## config.mk

```make
export PLATFORM = sky130hd
export DESIGN_NAME = bp_cce_inv_sequencer
export DESIGN_NICKNAME = d
export VERILOG_FILES = /design/src/rtl/bp_cce_inv_sequencer.sv
export SDC_FILE = /design/constraint.sdc
export NUM_CORES = 1
export LEC_CHECK = 0
export BUFFER_PORTS_ARGS = -buffer_cell sky130_fd_sc_hd__buf_2
export CORE_MARGIN = 2
export CORE_UTILIZATION = 53
export CTS_CLUSTER_SIZE = 16
export DETAILED_ROUTE_END_ITERATION = 8
export GPL_ROUTABILITY_DRIVEN = 0
export MAX_ROUTING_LAYER = met4
export PLACE_DENSITY = 0.85
export SETUP_SLACK_MARGIN = 0.5
export SLEW_MARGIN = 20
export SYNTH_ARGS = -nofsm -noshare
export SYNTH_HDL_FRONTEND = slang
export SYNTH_SLANG_ARGS = --single-unit
```

## constraint.sdc

```tcl
create_clock -name clk_i -period 2.8 [get_ports clk_i]
set_input_delay 0.14 -clock clk_i [delete_from_list [all_inputs] [get_ports clk_i]]
set_output_delay 0.14 -clock clk_i [all_outputs]
set_load 0.01 [all_outputs]
```

## src/rtl/bp_cce_inv_sequencer.sv

```systemverilog
// Invalidation sequencer behind the CCE directory: captures one sharer set,
// issues one invalidate per sharing LCE (lowest ID first, requester excluded),
// then collects acks and pulses done once every targeted LCE has answered.
module bp_cce_inv_sequencer #(
   parameter int num_lce_p         = 4,
   parameter int lce_id_width_p    = 2,
   parameter int lce_assoc_width_p = 3,
   parameter int paddr_width_p     = 40
) (
   input  logic                                    clk_i,
   input  logic                                    reset_n_i,
   input  logic                                    start_i,
   input  logic [paddr_width_p-1:0]                addr_i,
   input  logic [lce_id_width_p-1:0]               req_lce_i,
   input  logic [num_lce_p-1:0]                    sharers_hits_i,
   input  logic [num_lce_p*lce_assoc_width_p-1:0]  sharers_ways_i,
   output logic                                    busy_o,
   output logic                                    inv_v_o,
   input  logic                                    inv_ready_i,
   output logic [lce_id_width_p-1:0]               inv_lce_o,
   output logic [lce_assoc_width_p-1:0]            inv_way_o,
   output logic [paddr_width_p-1:0]                inv_addr_o,
   input  logic                                    ack_v_i,
   input  logic [lce_id_width_p-1:0]               ack_lce_i,
   output logic                                    done_v_o,
   output logic [lce_id_width_p:0]                 inv_count_o,
   output logic                                    err_o
);

   localparam int cnt_w_lp = lce_id_width_p + 1;

   typedef enum logic [1:0] {IDLE, SEND, WAIT_ACK, DONE} state_e;

   state_e                                 state_q, state_n;
   logic [num_lce_p-1:0]                   mask_q, mask_n;    // still to be sent
   logic [num_lce_p-1:0]                   pend_q, pend_n;    // still to be acked
   logic [cnt_w_lp-1:0]                    cnt_q, cnt_n;
   logic                                   err_q;
   logic [paddr_width_p-1:0]               addr_q;
   logic [num_lce_p*lce_assoc_width_p-1:0] ways_q;
   logic [lce_id_width_p-1:0]              lce_q;
   logic [lce_assoc_width_p-1:0]           way_q;

   logic [num_lce_p-1:0]                   req_oh, ack_oh, sel_oh, new_mask;
   logic [lce_id_width_p-1:0]              sel_lce;
   logic [lce_assoc_width_p-1:0]           sel_way;
   logic                                   ack_ok;

   // Decode requester/ack IDs, pick the lowest pending-send LCE and its way.
   // Out-of-range requester IDs match no bit, so nothing is excluded.
   always_comb begin
      req_oh  = '0;
      ack_oh  = '0;
      sel_lce = '0;
      sel_way = '0;
      for (int i = 0; i < num_lce_p; i++) begin
         req_oh[i] = (req_lce_i == lce_id_width_p'(i));
         ack_oh[i] = (ack_lce_i == lce_id_width_p'(i));
      end
      sel_oh = mask_q & (~mask_q + num_lce_p'(1));
      for (int i = num_lce_p - 1; i >= 0; i--) begin
         if (mask_q[i]) begin
            sel_lce = lce_id_width_p'(i);
            sel_way = ways_q[i*lce_assoc_width_p +: lce_assoc_width_p];
         end
      end
      new_mask = sharers_hits_i & ~req_oh;
      // Legal only once the command has gone out and before it was acked
      ack_ok   = ack_v_i & |(ack_oh & pend_q & ~mask_q);
   end

   // Next-state, mask/pending bookkeeping and issue count
   always_comb begin
      state_n = state_q;
      mask_n  = mask_q;
      pend_n  = pend_q;
      cnt_n   = cnt_q;
      if (ack_ok) pend_n = pend_q & ~ack_oh;
      case (state_q)
         IDLE: if (start_i) begin
            mask_n  = new_mask;
            pend_n  = new_mask;
            cnt_n   = '0;
            state_n = (|new_mask) ? SEND : DONE;
         end
         SEND: if (inv_ready_i) begin
            mask_n = mask_q & ~sel_oh;
            cnt_n  = cnt_q + cnt_w_lp'(1);
            if (mask_n == '0) state_n = (pend_n == '0) ? DONE : WAIT_ACK;
         end
         WAIT_ACK: if (pend_n == '0) state_n = DONE;
         DONE: state_n = IDLE;
         default: state_n = IDLE;
      endcase
   end

   // State and datapath registers; reset drops any in-flight request
   always_ff @(posedge clk_i or negedge reset_n_i) begin
      if (!reset_n_i) begin
         state_q <= IDLE;
         mask_q  <= '0;
         pend_q  <= '0;
         cnt_q   <= '0;
         err_q   <= 1'b0;
         addr_q  <= '0;
         ways_q  <= '0;
         lce_q   <= '0;
         way_q   <= '0;
      end else begin
         state_q <= state_n;
         mask_q  <= mask_n;
         pend_q  <= pend_n;
         cnt_q   <= cnt_n;
         if (ack_v_i && !ack_ok) err_q <= 1'b1;
         if (state_q == IDLE && start_i) begin
            addr_q <= addr_i;
            ways_q <= sharers_ways_i;
         end
         // Remember the last presented target so it holds while not sending
         if (state_q == SEND) begin
            lce_q <= sel_lce;
            way_q <= sel_way;
         end
      end
   end

   assign busy_o      = (state_q != IDLE);
   assign inv_v_o     = (state_q == SEND);
   assign inv_lce_o   = inv_v_o ? sel_lce : lce_q;
   assign inv_way_o   = inv_v_o ? sel_way : way_q;
   assign inv_addr_o  = addr_q;
   assign done_v_o    = (state_q == DONE);
   assign inv_count_o = cnt_q;
   assign err_o       = err_q;

endmodule
```

==> metrics.md, run 1 <==
| Metric | Value |
|---|---|
| Status | `finished clean` |
| Peak supply drop | `563 uV` |
| DR WL/cell | `15.0 um` |
| Syn avg cell area | `8.72 um^2` |
| Die Y | `81.6 um` |
| Syn_nets | `437` |
| TritonCTS clock tree | `built` |
| 1st-iter DRT viols | `217` |
| Async SR Flop Fraction | `1.00` |
| Routed WL | `9080 um` |
| Main synth FF type | `dfrtp_1` |
| Detail Route Antenna Nets | `0` |
| # setup viols final | `0` |
| Worst relative slew slack | `0.637` |
| Drt drc | `0` |
| Remaining Overflow, GRT | `0` |
| Setup CP Type | `register to register` |
| Worst skew pair latency | `0.35 ns` |
| Worst Path Max Fanout | `8` |
| DP HPWL | `5460 um` |
| Antenna violations before repair | `0` |
| RSZ-0062 raised after global routing | `no` |
| Final max-slew violation count | `0` |
| Clock root cell | `clkbuf_8` |
| Worst Path Required | `3.03 ns` |
| Final TNS setup | `0 ns` |
| Final hold viol count | `0` |
| Tightest Hold Check Type | `primary input to register` |
| Layout Nets | `598` |
| H-tree level count | `3` |
| F_max | `465 MHz` |
| Via density per instance | `5.31` |
| FILL cells | `407` |
| Worst setup EP type | `register` |
| Synth warn | `0` |
| Worst setup SP type | `register` |
| Die area | `6660 um^2` |
| Bufs on Longest Clock Path | `2` |
| Total GRT Usage | `0.288` |
| Worst Skew | `0.0163 ns` |
| First-pass DRT Iterations | `6` |
| Clk slew on worst S/H paths | `0.08 ns` |
| DR vias | `3222` |
| Clock buffer count from CTS | `9` |
| I/O Buffers | `116` |
| First-pass GRT wire length | `14000 um` |
| Num Clock Sinks | `71` |
| Share of layout cells above drive strength 1 | `0.265` |
| Sequential share of the synthesized area | `0.556` |
| Worst-margin pin slew | `0.544 ns` |
| Synth-to-layout area growth | `42.4%` |
| LEAKAGE | `0.00241 uW` |
| Number of flops mapped to enable cells by yosys | `0` |
| Setup Buffers After CTS | `0` |
| Site Rows | `28` |
| Hold WS | `0.00920 ns` |
| Diodes inserted | `0` |
| Cell area after synthesis | `3190 um^2` |
| Core footprint | `5890 um^2` |
| Max-Cap Viols | `0` |
| Netlist cell types | `43` |
| Syn Inst Count | `366` |
| Clock period minus worst slack | `2.15 ns` |
| Flops & latches, synth | `71` |
| Largest net degree at the start of global routing | `44` |
| Die W | `81.6 um` |
| Initial Utilization | `0.543` |
| Pwr dens | `1050 nW/um^2` |
| Boundary Pins | `117` |
| Crit path arrival time | `2.38 ns` |
| Number of global-route vias before repair | `3074` |
| Period utilisation layout | `0.768` |
logic make-up (layout without fill, tap and decap cells):
group | after synthesis | after routing | share of synthesized area
flip-flops | 71 | 71 | 0.556
adder cells (fa/ha/maj) | 6 | 6 | 0.0235
multiplexers | 2 | 2 | 0.00666
AND/OR/NAND/NOR | 209 | 209 | 0.273
buffers and inverters | 27 | 193 | 0.0321
AO/OA/AOI/OAI | 51 | 51 | 0.108
synthesized netlist by cell type, drive strengths merged, types with 4 or more instances:
master  instances  area [um^2]
clkbuf         11         41.3
nor2           11         41.3
ha              6         75.1
o21ai          17         88.8
nor3            6         30.0
a21oi          11         55.1
inv             9         33.8
buf             7         27.5
nor4            4         25.0
dfrtp          71         1780
nand2         168          631
worst max-delay path, cell delays in order (launching register included):
cell	delay [ns]
dfrtp_1	0.45
inv_1	0.14
ha_1	0.31
nor2b_1	0.23
nor2_1	0.35
o21ai_0	0.28
a32o_1	0.27
sequential cells by signal (all words and copies together) (netlist names):
signal,cells
state_q,2
lce_q,2
inv_count_o,3
err_o,1
pend_q,4
inv_addr_o,40
way_q,3
ways_q,12
mask_q,4
cells in the final DEF (no fill, tap or decap), types with 2 or more instances in the layout:
cell and instances:
a211o_1 2, a21oi_1 11, a221oi_1 2, a22oi_1 2, a32o_1 2, buf_2 116, buf_4 4, bufinv_16 2
clkbuf_8 9, clkinvlp_4 2, dfrtp_1 71, dlygate4sd3_1 48, ha_1 5, inv_1 9, nand2_1 167, nand2b_1 2
nand3_1 3, nand3b_1 2, nand4bb_1 3, nor2_1 11, nor2b_1 3, nor3_1 6, nor4_1 4, o211ai_1 3
o21ai_0 16, or4_1 2
power by group:
| group | internal [uW] | total [uW] | leakage (uW) | switching, uW |
|---|---|---|---|---|
| sequential | 1500 | 1840 | 0.000885 | 345 |
| clock | 507 | 910 | 0.000103 | 403 |
| combinational | 834 | 2010 | 0.00142 | 1170 |
worst paths after layout:
kind                                             from                          to  slack (ns)  cells past startpoint
setup reg to reg               state_q[0]$_DFFE_PN0P_  inv_count_o[1]$_DFFE_PN0P_        0.65                      6
hold / removal                              addr_i[9]   inv_addr_o[9]$_DFFE_PN0P_       0.009                      3
setup / recovery               state_q[0]$_DFFE_PN0P_  inv_count_o[1]$_DFFE_PN0P_        0.65                      6
min in group asynchronous                   reset_n_i   inv_addr_o[6]$_DFFE_PN0P_        0.31                      2
max in group asynchronous                   reset_n_i          way_q[0]$_DFF_PN0_        1.74                      3
hold reg to reg            inv_addr_o[38]$_DFFE_PN0P_  inv_addr_o[38]$_DFFE_PN0P_        0.47                      2
area by class of cell:
type                    instances  area, um^2  area share
multi-input cells             268        1330       0.293
clock buffers                  10         128      0.0281
well taps                      75        93.8      0.0206
clock inverters                 6        92.6      0.0204
repair buffers                168        1090       0.240
flip-flops and latches         71        1780       0.391
inverters                       9        33.8     0.00743
metal layers:
| layer | GRT usage | vias to the layer above | wire (um) | part of all wire |
|---|---|---|---|---|
| li1 | - | 1529 | - | - |
| met1 | 0.347 | 1509 | 3710 | 0.41 |
| met2 | 0.470 | 166 | 4490 | 0.49 |
| met3 | 0.0692 | 18 | 695 | 0.077 |
| met4 | 0.113 | 0 | 185 | 0.020 |
| met5 | - | - | 0 | 0 |
stage by stage:
stage | total power (uW) | cells | utilization | setup WS, ns | cell area, um^2
finish | 4760 | 607 | 0.772 | 0.649 | 4550
CTS | 4710 | 606 | 0.769 | 0.619 | 4530
detailed placement | 3750 | 543 | 0.651 | 0.575 | 3830
global placement | 3660 | 543 | 0.651 | 0.713 | 3830
floorplan | 3030 | 366 | - | 1.04 | 3190
global route | 5110 | 607 | 0.772 | 0.509 | 4550
repair_timing:
item	4_1_cts	5_1_grt
endpoints found under the hold margin	69	1
setup endpoints to repair	1	1
hold buffers	47	1
gates resized for setup	1	1
pin swaps	0	0
Note: power is estimated with default switching activity, not from simulation.
==> run 2: changes to the inputs <==
--- a/config.mk
+++ b/config.mk
@@ -7,12 +7,12 @@
 export LEC_CHECK = 0
 export BUFFER_PORTS_ARGS = -buffer_cell sky130_fd_sc_hd__buf_2
 export CORE_MARGIN = 2
-export CORE_UTILIZATION = 53
+export CORE_UTILIZATION = 49
 export CTS_CLUSTER_SIZE = 16
 export DETAILED_ROUTE_END_ITERATION = 8
 export GPL_ROUTABILITY_DRIVEN = 0
 export MAX_ROUTING_LAYER = met4
-export PLACE_DENSITY = 0.85
+export PLACE_DENSITY = 0.79
 export SETUP_SLACK_MARGIN = 0.5
 export SLEW_MARGIN = 20
 export SYNTH_ARGS = -nofsm -noshare
==> constraint.sdc (replaced) <==
create_clock -name clk_i -period 2 [get_ports clk_i]
set_input_delay 0.1 -clock clk_i [delete_from_list [all_inputs] [get_ports clk_i]]
set_output_delay 0.1 -clock clk_i [all_outputs]
set_load 0.01 [all_outputs]
==> metrics.md, run 2 (synthesized netlist as in run 1, its figures left out) <==
| Metric | Value |
|---|---|
| Antenna violations before repair | `0 (unchanged)` |
| Boundary Pins | `117 (unchanged)` |
| Core footprint | `6310 um^2 (was 5890 um^2)` |
| Crit path arrival time | `2.03 ns (was 2.38 ns)` |
| Die W | `84.7 um (was 81.6 um)` |
| Drt drc | `0 (unchanged)` |
| Tot Pwr | `7700 uW (was 4760 uW)` |
| DR vias | `3403 (was 3222)` |
| DP HPWL | `5610 um (was 5460 um)` |
| Final hold viol count | `0 (unchanged)` |
| LEAKAGE | `0.00264 uW (was 0.00241 uW)` |
| Clock root cell | `clkbuf_8 (unchanged)` |
| Worst Skew | `0.00804 ns (was 0.0163 ns)` |
| Pwr dens | `1520 nW/um^2 (was 1050 nW/um^2)` |
| Net load switching power | `3050 uW (was 1920 uW)` |
| Int Power | `4650 uW (was 2840 uW)` |
| Worst relative slew slack | `0.701 (was 0.637)` |
| 1st-iter DRT viols | `179 (was 217)` |
| Commonest non-fill, non-tap cell in the layout | `nand2_1 (unchanged)` |
| H-tree level count | `3 (unchanged)` |
| Fin area | `5050 um^2 (was 4550 um^2)` |
| R2R Setup Slk | `0.20 ns (was 0.65 ns)` |
| Largest register FFs | `40 (unchanged)` |
| Worst skew pair latency | `0.35 ns (about the same)` |
| Largest net degree at the start of global routing | `57 (was 44)` |
| Clock buffer count from CTS | `9 (unchanged)` |
| Flop pwr share | `0.334 (was 0.387)` |
| Worst Path Required | `2.23 ns (was 3.03 ns)` |
| FILL cells | `398 (was 407)` |
| First-pass DRT Iterations | `5 (was 6)` |
| Combinational power share | `0.500 (was 0.422)` |
| Final max-slew violation count | `0 (unchanged)` |
| Commonest non-fill, non-tap cells in the layout | `nand2_1, buf_2, dfrtp_1 (unchanged)` |
| Sw Share | `0.396 (was 0.404)` |
| Post-layout util | `0.800 (was 0.772)` |
| Clock power frac | `0.167 (was 0.191)` |
| Total GRT Usage | `0.283 (was 0.288)` |
| Tightest Hold Check Type | `primary input to register (unchanged)` |
| Period utilisation layout | `0.899 (was 0.768)` |
| Worst Path Max Fanout | `6 (was 8)` |
| Status | `finished clean (unchanged)` |
| Initial Utilization | `0.506 (was 0.543)` |
| Clk slew on worst S/H paths | `0.08 ns (about the same)` |
| Die area | `7180 um^2 (was 6660 um^2)` |
| DP Area | `3890 um^2 (was 3830 um^2)` |
| Worst-margin pin slew | `0.448 ns (was 0.544 ns)` |
| Remaining Overflow, GRT | `0 (unchanged)` |
| Bufs on Longest Clock Path | `2 (unchanged)` |
| Peak supply drop | `952 uV (was 563 uV)` |
| DR WL/cell | `16.0 um (was 15.0 um)` |
| Detail Route Antenna Nets | `0 (unchanged)` |
| Routed WL | `10300 um (was 9080 um)` |
| Diodes inserted | `0 (unchanged)` |
| F_max | `556 MHz (was 465 MHz)` |
| Worst setup SP type | `register (unchanged)` |
| Synth-to-layout area growth | `58.2% (was 42.4%)` |
| Max-Cap Viols | `0 (unchanged)` |
| Clock period minus worst slack | `1.80 ns (was 2.15 ns)` |
| Num Clock Sinks | `71 (unchanged)` |
| TritonCTS clock tree | `built (unchanged)` |
| Setup WS post-layout | `0.202 ns (was 0.649 ns)` |
| Layout Nets | `631 (was 598)` |
| First-pass GRT wire length | `15600 um (was 14000 um)` |
| Setup CP Type | `register to register (unchanged)` |
| # setup viols final | `0 (unchanged)` |
| Final TNS setup | `0 ns (unchanged)` |
| Die Y | `84.7 um (was 81.6 um)` |
| Number of global-route vias before repair | `3370 (was 3074)` |
| RSZ-0062 raised after global routing | `yes (was no)` |
| Site Rows | `29 (was 28)` |
| Share of layout cells above drive strength 1 | `0.340 (was 0.265)` |
| I/O Buffers | `116 (unchanged)` |
| Placement Setup Slack | `0.174 ns (was 0.575 ns)` |
| Worst setup EP type | `register (unchanged)` |
| Via density per instance | `5.30 (was 5.31)` |
run 2: cell count changes in the layout (fill, tap and decap cells not counted), moves of 5 or more:
cell / before / now
buf_4: 4 / 20
buf_6: 0 / 5
dlygate4sd3_1: 48 / 53
inv_1: 9 / 4
o21ai_0: 16 / 11
run 2: layout make-up:
| type | instances | area (um^2) | share of cell area |
|---|---|---|---|
| sequential | 71 | 1780 | 0.353 |
| timing repair buffer | 201 | 1470 | 0.292 |
| multi-input combinational | 268 | 1440 | 0.285 |
| clock buffer | 11 | 141 | 0.0280 |
| tap | 77 | 96.3 | 0.0191 |
| clock inverter | 5 | 81.3 | 0.0161 |
| inverter | 9 | 38.8 | 0.00768 |
run 2: per-stage QoR:
stage / cells / hold WS, ns
detailed placement: 547 / 0.0685
global placement: 547 / 0.0593
CTS: 632 / 0.0304
finish: 642 / 0.0424
floorplan: 366 / -0.196
global route: 642 / 0.0458
run 2: what timing repair did:
item / 4_1_cts / 5_1_grt
gates cloned: 0 / 2
setup buffers: 16 / 8
endpoints found under the hold margin: 69 / 0
setup endpoints to repair: 70 / 21
pin swaps: 6 / 6
hold buffers: 53 / 0
resized for setup: 20 / 26
run 2: power groups by stage:
stage / clock, uW / sequential [uW] / combinational [uW]
global placement: 0 / 2540 / 2710
CTS: 1300 / 2530 / 3330
global route: 1360 / 2620 / 4210
floorplan: 0 / 2660 / 1700
finish: 1280 / 2570 / 3850
detailed placement: 0 / 2550 / 2830
run 2: critical path, stage by stage (launching register included):
cell	delay, ns
dfrtp_2	0.48
buf_12	0.16
o31a_1	0.27
a311oi_4	0.39
o21ai_2	0.12
a211o_1	0.27
run 2: path summary, 6_finish.rpt:
check / startpoint / end / cells after the start
max: mask_q[2]$_DFFE_PN0P_ / state_q[1]$_DFFE_PN0P_ / 5
min: sharers_hits_i[1] / pend_q[1]$_DFF_PN0_ / 3
max reg2reg: mask_q[2]$_DFFE_PN0P_ / state_q[1]$_DFFE_PN0P_ / 5
min reg2reg: err_o$_DFFE_PN0P_ / err_o$_DFFE_PN0P_ / 1
max in group asynchronous: reset_n_i / inv_addr_o[19]$_DFFE_PN0P_ / 3
min in group asynchronous: reset_n_i / way_q[2]$_DFF_PN0_ / 2
run 2: metal layers:
layer	vias up	routed length (um)	track usage
li1	1595	-	-
met1	1623	3950	0.337
met2	155	5300	0.470
met3	30	694	0.0649
met4	0	330	0.105
met5	-	0	-
